## config.mk

```make
export PLATFORM = sky130hd
export DESIGN_NAME = drysponge_mix_seq
export DESIGN_NICKNAME = d
export VERILOG_FILES = /design/src/rtl/drysponge_mix_seq.sv
export SDC_FILE = /design/constraint.sdc
export NUM_CORES = 1
export LEC_CHECK = 0
export ABC_AREA = 1
export CORE_UTILIZATION = 50
export DETAILED_ROUTE_END_ITERATION = 6
export PLACE_DENSITY = 0.88
export SLEW_MARGIN = 0
export SYNTH_ARGS = -nofsm -noshare
export SYNTH_HDL_FRONTEND = slang
export SYNTH_SLANG_ARGS = --single-unit
```

## constraint.sdc

```tcl
create_clock -name clk -period 1.65 [get_ports clk]
set_input_delay 0.33 -clock clk [delete_from_list [all_inputs] [get_ports clk]]
set_output_delay 0.33 -clock clk [all_outputs]
set_load 0.01 [all_outputs]
```

## src/rtl/drysponge_mix_seq.sv

```systemverilog
// -----------------------------------------------------------------------------
// drysponge_mix_seq
//
// Producer side of the DrySponge mix phase. It accepts one rate block and its
// domain separator, then hands them to the mix datapath as a sequence of
// 2*CW-bit selector fields, one per round. Field i of a round (d_o[2*i +: 2])
// selects which of the four 32-bit x words is XORed into capacity word i.
//
// The message is M = {zero pad, ds_i, blk_i}, consumed LSB first, so that
// round r presents M[2*CW*r +: 2*CW].
//
// Ports:
//   clk          rising-edge clock
//   rst_n        synchronous reset, active low
//   blk_i        rate block (BW bits), sampled only on accept
//   ds_i         domain separator (DSW bits), sampled only on accept
//   blk_valid_i  blk_i/ds_i valid
//   blk_ready_o  high in IDLE; block accepted when valid & ready
//   abort_i      drop the current block and return to IDLE
//   d_o          selector fields of the round currently presented
//   d_valid_o    d_o valid (high in RUN)
//   d_ready_i    mix datapath consumes d_o this cycle
//   d_last_o     current d_o is the final round of the block
//   round_o      index of the round currently presented
//   busy_o       high in RUN
// -----------------------------------------------------------------------------
module drysponge_mix_seq #(
  parameter  int CW     = 5,
  parameter  int BW     = 128,
  parameter  int DSW    = 4,
  localparam int ROUNDS = (BW + DSW + 2*CW - 1) / (2*CW),
  localparam int RW     = (ROUNDS > 1) ? $clog2(ROUNDS) : 1
) (
  input  logic             clk,
  input  logic             rst_n,
  input  logic [BW-1:0]    blk_i,
  input  logic [DSW-1:0]   ds_i,
  input  logic             blk_valid_i,
  output logic             blk_ready_o,
  input  logic             abort_i,
  output logic [2*CW-1:0]  d_o,
  output logic             d_valid_o,
  input  logic             d_ready_i,
  output logic             d_last_o,
  output logic [RW-1:0]    round_o,
  output logic             busy_o
);

  localparam int DW = 2 * CW;
  localparam int SW = DW * ROUNDS;
  localparam int MW = BW + DSW;
  localparam logic [RW-1:0] LAST_ROUND = RW'(ROUNDS - 1);

  typedef enum logic {
    IDLE = 1'b0,
    RUN  = 1'b1
  } state_e;

  state_e          state_q;
  logic [SW-1:0]   shreg_q;
  logic [SW-1:0]   shreg_d;
  logic [RW-1:0]   round_q;
  logic [RW-1:0]   round_d;
  logic [SW-1:0]   loadImage;
  logic            accept;
  logic            advance;
  logic            lastRound;

  assign accept    = (state_q == IDLE) && blk_valid_i;
  assign advance   = (state_q == RUN) && d_ready_i;
  assign lastRound = (round_q == LAST_ROUND);

  // Message image as loaded into the shift register: block in the low bits,
  // separator directly above it, zero padding up to a whole number of rounds.
  always_comb begin
    loadImage           = '0;
    loadImage[MW-1:0]   = {ds_i, blk_i};
  end

  // Next shift-register and round-counter values. Abort clears everything so
  // a dropped block leaves no residue on d_o. The final handshake only ends the
  // block; there is nothing left to shift.
  always_comb begin
    shreg_d = shreg_q;
    round_d = round_q;
    if (abort_i) begin
      shreg_d = '0;
      round_d = '0;
    end else if (accept) begin
      shreg_d = loadImage;
      round_d = '0;
    end else if (advance && !lastRound) begin
      shreg_d = shreg_q >> DW;
      round_d = round_q + RW'(1);
    end
  end

  // Control FSM and datapath registers. Abort has priority over both accept
  // and handshake, so an aborted round is never counted.
  always_ff @(posedge clk) begin
    if (!rst_n) begin
      state_q <= IDLE;
      shreg_q <= '0;
      round_q <= '0;
    end else begin
      shreg_q <= shreg_d;
      round_q <= round_d;
      if (abort_i) begin
        state_q <= IDLE;
      end else begin
        case (state_q)
          IDLE:    if (blk_valid_i) state_q <= RUN;
          RUN:     if (d_ready_i && lastRound) state_q <= IDLE;
          default: state_q <= IDLE;
        endcase
      end
    end
  end

  // All outputs decode directly from registers, so they are stable for the
  // whole cycle and hold under backpressure.
  assign blk_ready_o = (state_q == IDLE);
  assign d_valid_o   = (state_q == RUN);
  assign busy_o      = (state_q == RUN);
  assign d_last_o    = (state_q == RUN) && lastRound;
  assign d_o         = shreg_q[DW-1:0];
  assign round_o     = round_q;

endmodule

```

Word-level counts from Yosys, hierarchy flattened
Index checks and enable logic that the tools add are counted.
{ "totals": {"out_inout_bits": 18, "word_cells": 21, "inputBits": 137, "ff_bits": 137} }
{ "classes": {"add_sub_neg": 1, "bitwise_logic": 2, "n_eq_ne": 1, "n_mux": 5, "reduce_logical": 9} }
{ "op_table": {"columns": ["operator", "n"], "rows": [
  ["132-bit 2-to-1 mux", 2],
  ["1-bit logical AND", 5],
  ["4-bit by 1-bit adder with 4-bit output (second input constant)", 1],
  ["4-bit == test (second input constant)", 1],
  ["3-bit OR reduction", 1],
  ["1-bit 2-to-1 mux", 2],
  ["1-bit NOT", 2],
  ["1-bit case mux with 2 select lines", 1],
  ["2-bit nonzero test", 1],
  ["2-bit OR reduction", 1],
  ["1-bit zero test", 1]
]} }

Longest topological paths before layout
Gate-level depths: netlist of run 1.
{ "depth": {"ltp_word": 5, "ltp_mapped": 9, "mapped_depth_nobuf": 7} }

Worst setup path after synthesis of run 1
No wires, ideal clock.
{ "synth_timing": {"path_type": "register to register", "startpoint": "register round_q[1], in the netlist round_o[1]", "endpoint": "register round_q[0], in the netlist round_o[0]", "required_time_ns": 1.537, "setup_ns": 0.113, "path_stages_with_launch": 10, "arrival_time_ns": 1.364, "setup_slack_ns": 0.172, "period_less_slack_ns": 1.478, "path_cell_list": "dfxtp_1 -> inv_1 -> ha_1 -> nand3_2 -> nand2_2 -> buf_6 -> buf_8 -> buf_8 -> o21ai_1 -> nor2_1"} }
{ "synth_via": {"elab_chain_len": 3} }
{ "synth_rtl": {"columns": ["item", "line", "rtl"], "rows": [
  ["from (decl)", "62", "logic [RW-1:0] round_q;"],
  ["from (signal assigned)", "107", "round_q <= round_d;"],
  ["4-bit == test", "71", "assign lastRound = (round_q == LAST_ROUND);"],
  ["1-bit zero test", "92", "end else if (advance && !lastRound) begin"],
  ["1-bit logical AND", "92", null]
]} }
Every way passes these cells.
A chain may end at the register's enable or synchronous reset.

Final worst setup path of run 1
{ "layout_timing": {"startpoint": "register round_q[1], in the netlist round_o[1]", "endpoint": "output d_last_o"} }
{ "layout_via": {"elab_chain_len": 2} }
{ "layout_rtl": {"columns": ["item", "line", "rtl"], "rows": [
  ["4-bit == test", "71", null],
  ["1-bit logical AND", "125", "assign d_last_o = (state_q == RUN) && lastRound;"],
  ["to (decl)", "44", "output logic d_last_o,"]
]} }
Every way passes these cells.

==> summary.txt, run 1 <==
Global routing
  • First-pass GRT wire length: 31100 um
  • Vias in the first global route: 6763
  • Total congestion overflow: 0
  • GRT Total Usage: 26.4%
  • Pin count of the biggest net entering global routing: 90
  • Antenna violations before repair: 0

Floorplan
  • Initial Util: 51.6%
  • Core ar.: 0.0140 sq mm
  • Area of the die: 0.0149 sq mm
  • Chip height: 122 um
  • Die width: 122 um
  • Num ports: 155
  • Core Rows: 43

Synthesis
  • Post-synth EDFFs: 0
  • Largest cells by area after synthesis: dfxtp_1 38%, nand2_1 20%, nand3_1 15%
  • Asr flop ratio synth: 0%
  • Commonest register cell after synthesis: dfxtp_1
  • Mux cell area share after synthesis: 0%
  • Yosys top cell by area: dfxtp_1
  • Syn_nets: 1186
  • Sequential fraction of the synthesis area: 38.0%
  • FF+latch count, synth: 137
  • Share of the synthesized netlist area taken by xor and xnor gates: 0%
  • YS warnings: 0
  • Mapped Cells: 1047
  • Post-synthesis compound-gate area fraction: 11.5%
  • Largest family of logic cells by synthesized area: simple AND/OR/NAND/NOR gates
  • Unique masters post-synth: 22
  • Synth top area share: 38.0%
  • Synth Area in Simple Gates: 41.4%
  • Post-synthesis cell area: 0.00721 sq mm
  • Area share of fa/ha/maj cells after synthesis: 0.347%
  • Synthesized area per cell: 6.89 sq um

Job
  • Max_cap viols: 0

Critical path
  • Startpoint types: register
  • Worst Path Required: 1.32 ns
  • Max stage delay cell, worst path: dfxtp_2
  • CP arrival: 1.24 ns
  • Setup CP Type: reg2out
  • Crit. Startpoint: round_o[1]
  • R2r startpoint: round_o[1]
  • Crit path max fanout: 2
  • Max incr delay on CP: 0.32 ns
  • Crit-path cells: inv_2 > ha_4 > nand3_4 > nor2_2 > buf_2
  • Delay-heaviest family, CP: flip-flops
  • Crit path buffers/inverters: 2
  • Worst setup EP type: output port

STA
  • Setup ws final: 0.0784 ns
  • F_max: 636 MHz
  • Slew Limit Fails: 0
  • Final hold vios: 0
  • Endpoints failing setup: 0
  • Period utilisation layout: 95.2%
  • RSZ-0062 raised after global routing: false
  • Setup Skew: 0.00747 ns
  • Max-slew headroom: 75.8%
  • Final Critical Period: 1.57 ns
  • Worst-Margin Slew: 0.363 ns

Final layout
  • # nets final: 1300
  • Area delta synth->final: 33.7%
  • Share of post-route cells with drive strength above 1: 14.2%
  • Post-route insts no fill: 1354
  • Number of antenna diodes: 0
  • Leading cell type in the layout, fill and taps excluded: nand2_1
  • Most frequent cells in the layout: 381 x nand2_1, 216 x nand3_1, 135 x clkdlybuf4s50_1, 134 x dfxtp_1, 94 x a21oi_1

CTS
  • Total CTS buffers: 17
  • Htree depth: 4
  • Cts hold-fix bufs: 0
  • Clock latency on the worst-skew pair: 0.42 ns
  • Clock root cell: clkbuf_16
  • Clk sinks: 137
  • CTS tree: yes
  • Clk buf depth: 2
  • CTS clk-pin slew, worst paths: 0.05 ns

Power
  • Net switching power figure: 2070 uW
  • VDD IR-drop max: 0.000716 V
  • Int Power: 6180 uW
  • Clock group share of total power: 42.2%
  • Seq pwr share: 41.6%
  • PwrDens: 855 mW/mm^2
  • Static Leak: 0.00396 uW
  • Logic pwr share: 16.2%
  • Switching Share: 25.1%

Placed design
  • IO buf count: 154
  • Hpwl dp: 12800 um
  • Placed cells: 1315
  • GP Congestion: 0.857
  • Dpl ws: -0.134 ns

Detailed routing
  • DRT Wirelength: 20100 um
  • Final ANT Viol Nets: 0
  • DRT iter0 DRCs: 761
  • Vias per cell: 5.47
  • DR WL/cell: 14.9 um
  • Vias: 7406
  • DRC errors left: 0
  • Pre-antenna DRT Iters: 5

Hold path
  • Hold crit path type: in2reg
  • Hold path start: blk_valid_i

Outcome
  • Outcome: finished, final reports clean
-- area by class of cell --
cell class / instances / area, sq um
Clock inverter: 1 / 5.00
Timing Repair Buffer: 203 / 2180
Tap cell: 180 / 225
Sequential cell: 137 / 2750
Fill cell: 1138 / 4340
Inverter: 10 / 42.5
Multi-Input combinational cell: 792 / 3910
Clock buffer: 31 / 538
-- power groups by stage --
| stage | Combinational, uW | Sequential [uW] | Clock, uW |
|---|---|---|---|
| floorplan | 721 | 3490 | 0 |
| global placement | 1260 | 3500 | 0 |
| detailed placement | 1270 | 3500 | 0 |
| CTS | 1280 | 3430 | 3520 |
| global route | 1440 | 3440 | 3680 |
| finish | 1330 | 3430 | 3490 |
-- cells in the mapped netlist (4+ instances only) --
cell        n
nand2_1   381
nand3_1   216
dfxtp_1   137
a21oi_1    94
buf_2      62
nand3_2    40
a21oi_2    39
clkbuf_1   25
buf_4      13
nor2_1     11
inv_1       6
buf_8       4
-- per-layer routing --
layer	global-route usage [%]	part of all wire [%]	up-vias
met1	33.3	42	3392
met3	6.09	6.7	35
met2	44.1	49	304
met5	0	0	-
met4	8.84	1.9	0
li1	-	-	3675
-- sequential cells by signal, indices dropped and copies added (netlist names) --
| signal | cells |
|---|---|
| busy_o | 1 |
| round_o | 4 |
| shreg_q | 132 |
-- cells by family after synthesis --
kind of cell             Yosys count
flip-flops                       137
adder cells (fa/ha/maj)            2
buffers and inverters            119
AND/OR/NAND/NOR                  653
AO/OA/AOI/OAI                    136
-- worst paths after layout --
check / cells past startpoint / to / slack [ns]
max: 5 / d_last_o / 0.08
min: 4 / shreg_q[130] / 0.47
max reg2reg: 10 / shreg_q[97] / 0.10
min reg2reg: 2 / shreg_q[124] / 0.47
-- through the flow --
| stage | TNS, ns | hold slack [ns] | total power, uW | instance area, sq um | utilization (%) |
|---|---|---|---|---|---|
| 6_report | 0 | 0.470 | 8250 | 9650 | 69.0 |
| 5_1_grt | 0 | 0.472 | 8560 | 9650 | 69.0 |
| 3_5_place_dp | -9.59 | 0.463 | 4770 | 8930 | 63.9 |
| 2_1_floorplan | 0 | 0.451 | 4210 | 7210 | - |
| 4_1_cts | 0 | 0.471 | 8230 | 9460 | 67.7 |
| 3_3_place_gp | -1.29 | 0.458 | 4750 | 8930 | 63.9 |
-- timing repair --
item,CTS,global route
cloned,0,3
setup buffers,0,4
setup endpoints to repair,8,66
pin swaps,0,3
resized for setup,11,25
-- worst register-to-register path, cell delays in order (launching register included) --
cell     delay, ns
dfxtp_2       0.32
inv_2         0.06
ha_4          0.13
nand3_4       0.08
buf_6         0.15
nand2_8       0.09
buf_12        0.15
buf_8         0.14
buf_12        0.15
nand3_2       0.08
a21oi_2       0.14
No activity file was read; power rests on OpenSTA's default activity.
==> run 2, diff against run 1 <==
- CAP_MARGIN: not set -> 20
- clock period: 1.65 -> 1.55 ns (I/O delays scaled with it)
==> run 2 against run 1 <==
Against the previous run:
- the run now ends with setup timing left
- clock skew barely moved
- global-route usage rose by 0.50 points
- combinational power rose by 14%
- register-to-register slack got worse by 0.13 ns
- sequential power rose by 6.4%
- die area did not move
- core utilization rose by 2.3 points
- largest cell class unchanged
- first-iteration DRC count rose by 7.9%
- clock-buffer cell count fell by 5
- critical path type unchanged
==> summary.txt, run 2 (synthesis results as in run 1) <==
Global routing
  • First-pass GRT wire length: 31700 um
  • Antenna violations before repair: 0
  • Vias in the first global route: 6864
  • Pin count of the biggest net entering global routing: 75
  • Total congestion overflow: 0
  • GRT Total Usage: 26.9%

Floorplan
  • Die width: 122 um
  • Num ports: 155
  • Chip height: 122 um
  • Area of the die: 0.0149 sq mm
  • Initial Util: 51.6%
  • Core ar.: 0.0140 sq mm
  • Core Rows: 43

Detailed routing
  • WL met3: 1380 um
  • Wl on met1: 8570 um
  • DRT Wirelength: 21000 um
  • Final ANT Viol Nets: 0
  • Routed length on met2: 10600 um
  • Vias: 7563
  • Pre-antenna DRT Iters: 6
  • Vias per cell: 5.56
  • Top layer in use: met4
  • DRT iter0 DRCs: 821
  • DR WL/cell: 15.4 um
  • DRC errors left: 0

STA
  • Endpoints failing setup: 3
  • Period utilisation layout: 103%
  • Hold_ws: 0.401 ns
  • Slew Limit Fails: 0
  • Final hold vios: 0
  • F_max: 624 MHz
  • Setup Skew: 0.00730 ns
  • RSZ-0062 raised after global routing: true
  • Worst-Margin Slew: 0.450 ns
  • Final Critical Period: 1.60 ns
  • Setup ws final: -0.0524 ns
  • Max-slew headroom: 70.0%

Hold path
  • Hold crit path type: in2reg
  • Hold path start: blk_valid_i

Critical path
  • Crit-path cells: inv_2 > ha_4 > nand3_4 > nor2_4 > buf_6
  • Delay-heaviest family, CP: flip-flops
  • Worst setup EP type: output port
  • Setup CP Type: reg2out
  • Startpoint types: register
  • Crit path max fanout: 2
  • Max stage delay cell, worst path: dfxtp_2
  • Max incr delay on CP: 0.32 ns
  • Crit. Startpoint: round_o[1]
  • Crit path buffers/inverters: 2
  • Worst Path Required: 1.24 ns
  • CP arrival: 1.29 ns
  • R2r startpoint: round_o[1]

Placed design
  • GP Congestion: 0.873
  • Hpwl dp: 12800 um
  • IO buf count: 154

Job
  • Max_cap viols: 0

Power
  • VDD IR-drop max: 0.000705 V
  • Static Leak: 0.00398 uW
  • Int Power: 6680 uW
  • Switching Share: 25.3%
  • Clock group share of total power: 42.2%
  • PwrDens: 896 mW/mm^2
  • Net switching power figure: 2260 uW
  • Logic pwr share: 16.9%
  • Seq pwr share: 40.9%

Final layout
  • Area delta synth->final: 38.2%
  • # nets final: 1311
  • Share of post-route cells with drive strength above 1: 17.0%
  • Leading cell type in the layout, fill and taps excluded: nand2_1
  • Max reg flops: 132
  • Number of fill cells: 1064
  • Largest reg by FF count: shreg_q
  • Most frequent cells in the layout: 381 x nand2_1, 212 x nand3_1, 135 x clkdlybuf4s50_1, 132 x dfxtp_1, 83 x a21oi_1
  • Final Core Density: 71.3%
  • Number of antenna diodes: 0

CTS
  • Total CTS buffers: 17
  • Htree depth: 4
  • Clk sinks: 137
  • Clock latency on the worst-skew pair: 0.42 ns
  • CTS tree: yes
  • CTS clk-pin slew, worst paths: 0.06 ns
  • Clock root cell: clkbuf_16
  • Clk buf depth: 2

Outcome
  • Failing checks: setup timing
  • Outcome: finished with violations
-- run 2: changes by cell type in the layout (fill, tap and decap cells not counted), moves of 4 or more --
| cell | change |
|---|---|
| a21oi_1 | -11 |
| a21oi_2 | +11 |
| buf_12 | +5 |
| buf_4 | -5 |
| buf_6 | +6 |
| clkbuf_1 | -7 |
| clkbuf_16 | +4 |
| dlygate4sd2_1 | +8 |
| dlymetal6s2s_1 | -10 |
| nand3_1 | -4 |
| nand3_2 | +4 |
-- run 2: metal layers --
layer,vias up,global-route usage (%)
li1,3701,-
met1,3525,33.8
met2,297,46.4
met3,40,4.07
met4,0,9.83
met5,-,0
-- run 2: final cells by class --
type	instances	area [sq um]	share of cell area [%]
Clock buffer	26	539	5.41
Clock inverter	2	10.0	0.100
Inverter	10	43.8	0.439
Multi-Input combinational cell	793	4000	40.2
Sequential cell	137	2750	27.6
Tap cell	180	225	2.26
Timing Repair Buffer	213	2400	24.1
-- run 2: power by group through the flow --
stage	clock network, uW	registers, uW	logic [uW]
final	3770	3650	1510
after global routing	3950	3660	1640
after global placement	0	3720	1370
after floorplan	0	3710	767
after detailed placement	0	3720	1380
after CTS	3770	3650	1410
-- run 2: path summary, 6_finish.rpt --
check / endpoint / slack, ns / cells after the start
max reg2reg: round_o[1] / -0.03 / 9
min reg2reg: shreg_q[126] / 0.47 / 2
min: shreg_q[100] / 0.40 / 4
max: d_last_o / -0.05 / 5
-- run 2: repair_timing --
action,in CTS,in global routing
hold buffers,0,0
pin swaps,0,17
buffers inserted,0,3
gates cloned,1,9
setup endpoints to repair,20,90
gates resized for setup,26,39
-- run 2: stage by stage --
step | total power, uW | setup TNS (ns) | setup slack [ns] | instance area, sq um | std cells
floorplan | 4480 | 0 | 0.0723 | 7210 | 1047
global placement | 5090 | -19.33 | -0.172 | 9030 | 1320
detailed placement | 5110 | -23.81 | -0.238 | 9030 | 1320
CTS | 8830 | -0.200 | -0.200 | 9610 | 1349
global route | 9250 | -1.59 | -0.104 | 9970 | 1361
finish | 8930 | -0.0940 | -0.0524 | 9970 | 1361
-- run 2: tightest hold or removal path: stages --
cell	delay (ns)
buf_4	0.15
nand2_4	0.15
nand3_2	0.11
a21oi_2	0.05
==> run 3, diff against run 2 <==
- CELL_PAD_IN_SITES_DETAIL_PLACEMENT: not set -> 2
- CELL_PAD_IN_SITES_GLOBAL_PLACEMENT: not set -> 2
- CORE_UTILIZATION: 50 -> 28
- PLACE_DENSITY: 0.88 -> 0.9
- REMOVE_ABC_BUFFERS: not set -> 1
- clock period: 1.55 -> 1.5 ns (I/O delays scaled with it)
==> run 3 against run 2 <==
Against the previous run:
- the flow still finishes with violations (setup timing)
- final area grew 8.2%
- first-iteration DRC count shrank 58%
- clock-buffer cell count shrank 8
- setup slack lost 0.14 ns
- core utilization shrank 29 points
- largest power group unchanged
==> summary.txt, run 3 (synthesis results as in run 1) <==
STA
  • Hold_ws: 0.434 ns
  • TNS Setup: -10.78 ns
  • Final Critical Period: 1.69 ns
  • Slew Limit Fails: 0
  • Final hold vios: 0
  • Worst-Margin Slew: 0.365 ns
  • RSZ-0062 raised after global routing: true
  • Max-slew headroom: 75.7%
  • Setup ws final: -0.190 ns
  • Period utilisation layout: 113%
  • F_max: 592 MHz
  • Setup Skew: 0.0162 ns
  • Endpoints failing setup: 136

Placed design
  • IO buf count: 154
  • Placed cells: 1464
  • Hpwl dp: 16800 um
  • GP Congestion: 0.727

CTS
  • Clock root cell: clkbuf_16
  • Total CTS buffers: 17
  • Clk sinks: 137
  • Cts hold-fix bufs: 0
  • Clk buf depth: 2
  • Htree depth: 4
  • CTS clk-pin slew, worst paths: 0.07 ns
  • CTS tree: yes
  • Clock latency on the worst-skew pair: 0.44 ns

Outcome
  • Failing checks: setup timing
  • Outcome: finished with violations

Floorplan
  • Area of the die: 0.0264 sq mm
  • Core ar.: 0.0253 sq mm
  • Initial Util: 28.6%
  • Num ports: 155
  • Core Rows: 58
  • Die width: 163 um
  • Chip height: 163 um

Final layout
  • Most frequent cells in the layout: 356 x nand2_1, 211 x nand3_1, 135 x clkdlybuf4s50_1, 132 x dfxtp_1, 76 x a21oi_2
  • Share of post-route cells with drive strength above 1: 23.4%
  • Number of fill cells: 2835
  • Leading cell type in the layout, fill and taps excluded: nand2_1
  • Number of antenna diodes: 0
  • Post-route insts no fill: 1527
  • # nets final: 1325
  • Largest reg by FF count: shreg_q
  • Max reg flops: 132
  • Area delta synth->final: 49.6%

Global routing
  • Total congestion overflow: 0
  • Pin count of the biggest net entering global routing: 63
  • Antenna violations before repair: 0
  • Vias in the first global route: 8644
  • First-pass GRT wire length: 46500 um
  • GRT Total Usage: 23.0%

Critical path
  • Startpoint types: register
  • Crit path max fanout: 8
  • CP arrival: 2.05 ns
  • Worst setup EP type: register
  • Setup CP Type: reg2reg
  • Worst Path Required: 1.86 ns

Hold path
  • Hold crit path type: in2reg

Power
  • PwrDens: 973 mW/mm^2
  • Pwr Total: 10500 uW
  • VDD IR-drop max: 0.000455 V
  • Static Leak: 0.00423 uW

Detailed routing
  • DRC errors left: 0
  • DRT iter0 DRCs: 341
  • Vias: 7912
  • Vias per cell: 5.18
  • Pre-antenna DRT Iters: 4
  • Final ANT Viol Nets: 0
  • DR WL/cell: 20.3 um
  • DRT Wirelength: 30900 um

Job
  • Max_cap viols: 0
-- run 3: area by class of cell --
cell class,count,area [sq um],share of cell area [%]
timing repair buffer,226,2670,24.7
clock inverter,12,223,2.06
clock buffer,18,439,4.07
sequential,137,2750,25.5
inverter,10,58.8,0.545
tap,330,413,3.83
multi-input combinational,794,4240,39.3
-- run 3: metal layers --
layer,vias to the layer above,share of wire [%],GRT usage [%]
li1,3746,-,-
met1,3898,41,26.4
met2,205,52,42.5
met3,63,4.1,4.00
met4,0,2.8,7.55
met5,-,0,0
-- run 3: timing repair --
action | in CTS | in global routing
endpoints found under the setup margin | 147 | 143
buffers inserted | 12 | 6
resized for setup | 102 | 82
pin swaps | 13 | 22
gates cloned | 13 | 6
-- run 3: power by group --
part,internal (uW),switching (uW),total [uW]
clock,3140,1730,4870
combinational,863,994,1860
sequential,3720,55.5,3780
-- run 3: final timing paths --
kind,start,end,slack [ns],cells past startpoint
max reg2reg,round_o[1],shreg_q[23],-0.19,10
min reg2reg,shreg_q[126],shreg_q[126],0.48,2
max,round_o[1],shreg_q[23],-0.19,10
min,blk_i[124],shreg_q[124],0.43,3
-- run 3: critical path: stages (launching register included) --
cell	delay, ns
dfxtp_2	0.33
inv_2	0.07
ha_4	0.15
nand3_4	0.08
buf_6	0.15
nand2_8	0.10
buf_4	0.14
buf_12	0.14
buf_16	0.16
nand3_2	0.11
a21oi_2	0.16
-- run 3: per-stage QoR --
step,setup WS (ns),utilization [%],instance area [sq um]
2_1_floorplan,-4.87,-,6620
3_3_place_gp,-0.238,35.9,9080
5_1_grt,-0.227,42.7,10800
6_report,-0.190,42.7,10800
3_5_place_dp,-0.436,35.9,9080
4_1_cts,-0.119,41.2,10400
